<file path="config.mk">
export PLATFORM = sky130hd
export DESIGN_NAME = mem_ctrl
export DESIGN_NICKNAME = d
export VERILOG_FILES = /design/src/rtl/mem_ctrl_pkg.sv /design/src/rtl/mem_ctrl.sv
export SDC_FILE = /design/constraint.sdc
export NUM_CORES = 1
export LEC_CHECK = 0
export CAP_MARGIN = 0
export CELL_PAD_IN_SITES_DETAIL_PLACEMENT = 1
export CELL_PAD_IN_SITES_GLOBAL_PLACEMENT = 1
export CORE_MARGIN = 2
export CORE_UTILIZATION = 38
export CTS_CLUSTER_SIZE = 25
export DETAILED_ROUTE_END_ITERATION = 10
export PLACE_DENSITY = 0.88
export SLEW_MARGIN = 20
export SYNTH_ARGS = -nofsm -noshare
export SYNTH_HDL_FRONTEND = slang
export SYNTH_SLANG_ARGS = --single-unit
</file>
<file path="constraint.sdc">
create_clock -name clk -period 3.9 [get_ports clk]
set_input_delay 0.78 -clock clk [delete_from_list [all_inputs] [get_ports clk]]
set_output_delay 0.78 -clock clk [all_outputs]
set_load 0.05 [all_outputs]
</file>
<file path="src/rtl/mem_ctrl_pkg.sv">
// mem_ctrl_pkg: shared encodings for the byte-serial memory controller
package mem_ctrl_pkg;
  typedef enum logic [2:0] {IDLE, IF_RD, MEM_RD, MEM_WR, WAIT_IO, DONE} state_t;
  localparam logic [1:0] SZ_B = 2'b00;
  localparam logic [1:0] SZ_H = 2'b01;
  localparam logic [1:0] SZ_W = 2'b11;
  localparam logic [1:0] IO_HI = 2'b11;
  localparam logic RAM_WRITE = 1'b1;
  localparam logic RAM_READ = 1'b0;
  function automatic logic [2:0] nbytes(input logic [1:0] sz);
    return sz == SZ_B ? 3'd1 : sz == SZ_H ? 3'd2 : 3'd4;
  endfunction
endpackage

</file>
<file path="src/rtl/mem_ctrl.sv">
// mem_ctrl: serialises IF fetches and MEM loads/stores onto a byte-wide synchronous RAM/IO port
module mem_ctrl #(
  parameter int ADDR_W = 32,
  parameter logic [1:0] IO_HI = mem_ctrl_pkg::IO_HI
) (
  input  logic              clk,
  input  logic              rst,
  input  logic              if_req_i,
  input  logic [ADDR_W-1:0] if_addr_i,
  input  logic              if_flush_i,
  output logic              if_done_o,
  output logic [31:0]       if_data_o,
  input  logic              mem_r_req_i,
  input  logic              mem_w_req_i,
  input  logic [ADDR_W-1:0] mem_addr_i,
  input  logic [31:0]       mem_w_data_i,
  input  logic [1:0]        mem_state_i,
  output logic              mem_done_o,
  output logic [31:0]       mem_r_data_o,
  input  logic              io_buffer_full_i,
  output logic [ADDR_W-1:0] ram_a_o,
  output logic              ram_wr_o,
  output logic [7:0]        ram_dout_o,
  input  logic [7:0]        ram_din_i
);
  import mem_ctrl_pkg::*;
  state_t state, state_n;
  logic [1:0] cnt, cnt_n;
  logic pend, pend_n, is_if, is_if_n, wr_n, last, io;
  logic [2:0] n, n_n, nxt;
  logic [ADDR_W-1:0] base, base_n, a_n;
  logic [31:0] wdata, wdata_n, asm_q, asm_n, if_data_q, if_data_n, mem_data_n;
  logic [7:0] dout_n;
  assign last = {1'b0, cnt} == n - 3'd1;
  assign io = base[17:16] == IO_HI;
  // pend means ram_din_i currently carries byte cnt; nxt is the next byte index to address
  assign nxt = pend ? {1'b0, cnt} + 3'd2 : 3'd1;
  assign if_done_o = state == DONE && is_if && !if_flush_i;
  assign mem_done_o = state == DONE && !is_if;
  assign if_data_o = if_done_o ? asm_q : if_data_q;
  always_ff @(posedge clk) begin
    if (rst) begin
      state <= IDLE;
      cnt <= '0;
      pend <= 1'b0;
      is_if <= 1'b0;
      n <= '0;
      base <= '0;
      wdata <= '0;
      asm_q <= '0;
      if_data_q <= '0;
      mem_r_data_o <= '0;
      ram_a_o <= '0;
      ram_wr_o <= RAM_READ;
      ram_dout_o <= '0;
    end else begin
      state <= state_n;
      cnt <= cnt_n;
      pend <= pend_n;
      is_if <= is_if_n;
      n <= n_n;
      base <= base_n;
      wdata <= wdata_n;
      asm_q <= asm_n;
      if_data_q <= if_data_n;
      mem_r_data_o <= mem_data_n;
      ram_a_o <= a_n;
      ram_wr_o <= wr_n;
      ram_dout_o <= dout_n;
    end
  end
  always_comb begin
    state_n = state;
    cnt_n = cnt;
    pend_n = pend;
    is_if_n = is_if;
    n_n = n;
    base_n = base;
    wdata_n = wdata;
    asm_n = asm_q;
    if_data_n = if_data_q;
    mem_data_n = mem_r_data_o;
    a_n = ram_a_o;
    wr_n = RAM_READ;
    dout_n = ram_dout_o;
    case (state)
      IDLE: begin
        if (mem_r_req_i || mem_w_req_i) begin
          is_if_n = 1'b0;
          base_n = mem_addr_i;
          wdata_n = mem_w_data_i;
          n_n = nbytes(mem_state_i);
          cnt_n = '0;
          pend_n = 1'b0;
          asm_n = '0;
          a_n = mem_addr_i;
          if (!mem_w_req_i) state_n = MEM_RD;
          else if (mem_addr_i[17:16] == IO_HI && io_buffer_full_i) state_n = WAIT_IO;
          else begin
            state_n = MEM_WR;
            wr_n = RAM_WRITE;
            dout_n = mem_w_data_i[7:0];
          end
        end else if (if_req_i) begin
          state_n = IF_RD;
          is_if_n = 1'b1;
          base_n = if_addr_i;
          n_n = 3'd4;
          cnt_n = '0;
          pend_n = 1'b0;
          asm_n = '0;
          a_n = if_addr_i;
        end
      end
      IF_RD, MEM_RD: begin
        if (state == IF_RD && if_flush_i) state_n = IDLE;
        else begin
          pend_n = 1'b1;
          if (nxt < n) a_n = base + ADDR_W'(nxt);
          if (pend) begin
            asm_n[{cnt, 3'b000} +: 8] = ram_din_i;
            cnt_n = cnt + 2'd1;
            if (last) begin
              state_n = DONE;
              if (!is_if) mem_data_n = asm_n;
            end
          end
        end
      end
      MEM_WR: begin
        if (last) state_n = DONE;
        else begin
          cnt_n = cnt + 2'd1;
          if (io && io_buffer_full_i) state_n = WAIT_IO;
          else begin
            wr_n = RAM_WRITE;
            a_n = base + ADDR_W'(cnt_n);
            dout_n = wdata[{cnt_n, 3'b000} +: 8];
          end
        end
      end
      WAIT_IO: begin
        if (!io_buffer_full_i) begin
          state_n = MEM_WR;
          wr_n = RAM_WRITE;
          a_n = base + ADDR_W'(cnt);
          dout_n = wdata[{cnt, 3'b000} +: 8];
        end
      end
      DONE: begin
        state_n = IDLE;
        if (is_if && !if_flush_i) if_data_n = asm_q;
      end
      default: state_n = IDLE;
    endcase
  end
endmodule
</file>
==> impl_metrics.csv <==
group,metric,value,unit
timing,hold_violations,0,
die,io-pin-count,220,
worst_setup_path,crit_path_end_kind,"output port",
worst_setup_path,cp_num_buf_inv,3,
timing,worst-slew-pin-transition,1.017,ns
power,p_leak,5.052,nW
die,initial_core_util,0.3890,
flow_run,cap_violations,0,
clocking,cts-root-buf,"clkbuf_16",
clocking,clk_latency,0.52,ns
yosys,syn_nets,1335,
route,first_iter_violations,545,
timing,fin_ws,0.3804,ns
global_routing,grt_max_degree,142,
clocking,post-cts-setup-buffers,0,
placement,port_buffers,219,
route,firstDrtPassIters,5,
die,dieArea,28080,um2
worst_setup_path,crit_family,"buffers and inverters",
clocking,cts.path.max_buffers,3,
placement,dp_slack,0.5017,ns
worst_setup_path,r2r_slack,0.48,ns
clocking,numCtsBuffers,24,
clocking,cts_tree,"done",
worst_setup_path,critPathKind,"flip-flop to output port",
worst_setup_path,cp.depth,4,
timing,max_freq,0.2841,GHz
route,drc,0,
die,die_y,167.6,um
worst_setup_path,path_max_fanout,13,
yosys,ys_ff_latch,211,
worst_setup_path,reg2regPathDepth,14,
yosys,postSynthCellCount,1210,
timing,whs,0.4531,ns
worst_setup_path,required,3.12,ns
yosys,avgSynthCellArea,8.402,um2
route,post_drt_wl_per_cell,19.51,um
yosys,yosys_warnings,0,
final_layout,final_cell_mix,"dfxtp_1 (211), nand2_1 (207), clkdlybuf4s50_1 (185), a21oi_1 (102), nor2_1 (98)",
yosys,ys.flop_type,"dfxtp_1",
die,rows,59,
timing,timing.setup.tns,0,ns
timing,finalMaxSlewViolations,0,
min_path,min_path_cells,2,
yosys,async_reset_ff_frac,0,
run_status,outcome,"finished, final reports clean",
final_layout,drive_gt1_frac,0.1084,
final_layout,final_util,0.5273,
timing,finClkSkew,0.008836,ns
worst_setup_path,cpPeakStageDelay,0.90,ns
yosys,synth-edff-count,0,
timing,slew_headroom,0.3170,
clocking,path_clk_slew,0.06,ns
clocking,cts_resized,0,
timing,fin_crit,3.520,ns
worst_setup_path,startpoint_type,"flip-flop",
clocking,htree_levels,1,
die,core_area,26130,um2
timing,rsz0062_at_grt,"false",
route,vias,9548,
global_routing,grt_pass1_vias,10160,
clocking,cts.sinks,211,
worst_setup_path,slowest_stage,"clkdlybuf4s50_1",
global_routing,grt.total_usage,0.2377,
route,viasPerCell,5.465,
power,power_per_cell_area,711.6,nW/um2
final_layout,final_common_cell,"dfxtp_1",
yosys,synth-seq-area-share,0.4155,
global_routing,grt_overflow_total,0,
die,die_w,167.6,um
final_layout,nets,1521,
clocking,postCtsHoldBufs,0,
timing,setup_viol,0,
final_layout,synthToLayoutAreaGrowth,35.54,%
placement,globalplace.congestion,0.8824,
power,worst_ir_drop_vdd,0.0004471,V
timing,period_share,0.9025,
worst_setup_path,crit_arrival,2.74,ns
yosys,yosys.cell_types.count,64,
route,ant_nets,0,
placement,hpwl,23590,um
route,routed_wl,34090,um
global_routing,grt_pass1_wl,54600,um
min_path,hold_path.class,"flip-flop to flip-flop",
global_routing,antenna_found_initial,2,
yosys,synth_area,10170,um2
worst_setup_path,worstPathCellList,"buf_4 > inv_1 > nor3_1 > clkdlybuf4s50_1",
-- worst reg2reg max path, cell delays in order, from the launching register on --
cell      delay, ns
dfxtp_1        0.60
nor2_1         0.26
o21ai_0        0.22
a21oi_1        0.10
a21oi_1        0.17
ha_1           0.21
inv_1          0.06
fa_1           0.41
nor2b_1        0.16
o21bai_1       0.08
buf_4          0.19
nor4_1         0.35
xnor2_1        0.17
nand2_1        0.07
a32o_1         0.26
-- layer usage --
metal	up-vias	wire (um)	global-route usage
li1	4550	-	-
met1	4665	14580	0.2944
met2	259	16530	0.4121
met3	72	1751	0.04632
met4	2	1211	0.08431
met5	-	11	0
-- state kept, by name, summed over array words and instances, names as in the netlist --
name	count
asm_q	32
base	32
if_data_q	32
mem_r_data_o	32
ram_a_o	32
wdata	32
ram_dout_o	8
n	3
state	3
cnt	2
is_if	1
pend	1
ram_wr_o	1
-- power by group --
group | total, mW | leakage, nW | switching [mW] | internal (mW)
sequential | 3.01 | 1.72 | 0.402 | 2.61
clock | 2.29 | 0.398 | 0.922 | 1.36
combinational | 4.51 | 2.93 | 2.90 | 1.61
-- per-stage QoR --
step,total power [mW],instance area [um2],std cells
after detailed placement,7.511,12970,1705
after global placement,7.331,12960,1705
after global routing,10.44,13780,1747
after CTS,9.868,13760,1746
final,9.805,13780,1747
after floorplan,6.112,10170,1210
-- cell usage after synthesis, types with 31 or more instances --
| cell type | instances | area share |
|---|---|---|
| xnor2_1 | 31 | 0.027 |
| nand2_1 | 207 | 0.076 |
| nand3_1 | 42 | 0.021 |
| inv_1 | 45 | 0.017 |
| a211oi_1 | 37 | 0.027 |
| a21oi_1 | 102 | 0.050 |
| clkbuf_1 | 42 | 0.016 |
| mux2i_1 | 78 | 0.077 |
| mux2_2 | 34 | 0.038 |
| nor2_1 | 99 | 0.037 |
| nor2b_1 | 41 | 0.025 |
| dfxtp_1 | 211 | 0.42 |
| o21ai_0 | 41 | 0.020 |
-- logic make-up after synthesis --
group                    synth area share
AND/OR/NAND/NOR                    0.2091
AO/OA/AOI/OAI                      0.1579
flip-flops                         0.4155
buffers and inverters             0.05723
multiplexers                       0.1145
XOR/XNOR                          0.03028
adder cells (fa/ha/maj)           0.01551
-- worst paths after layout --
path	start	end
setup / recovery	state[2]	mem_done_o
hold / removal	wdata[6]	wdata[6]
setup reg to reg	state[1]	ram_a_o[30]
hold reg to reg	wdata[6]	wdata[6]
-- area by class of cell --
type | instances | area (um2)
timing repair buffer | 244 | 2749
antenna | 1 | 2.502
clock buffer | 35 | 733.2
sequential | 211 | 4224
fill | 3007 | 12350
tap | 335 | 419.2
multi-input combinational | 870 | 5421
clock inverter | 6 | 61.31
inverter | 45 | 168.9
Power figures use the tool's default switching activity.
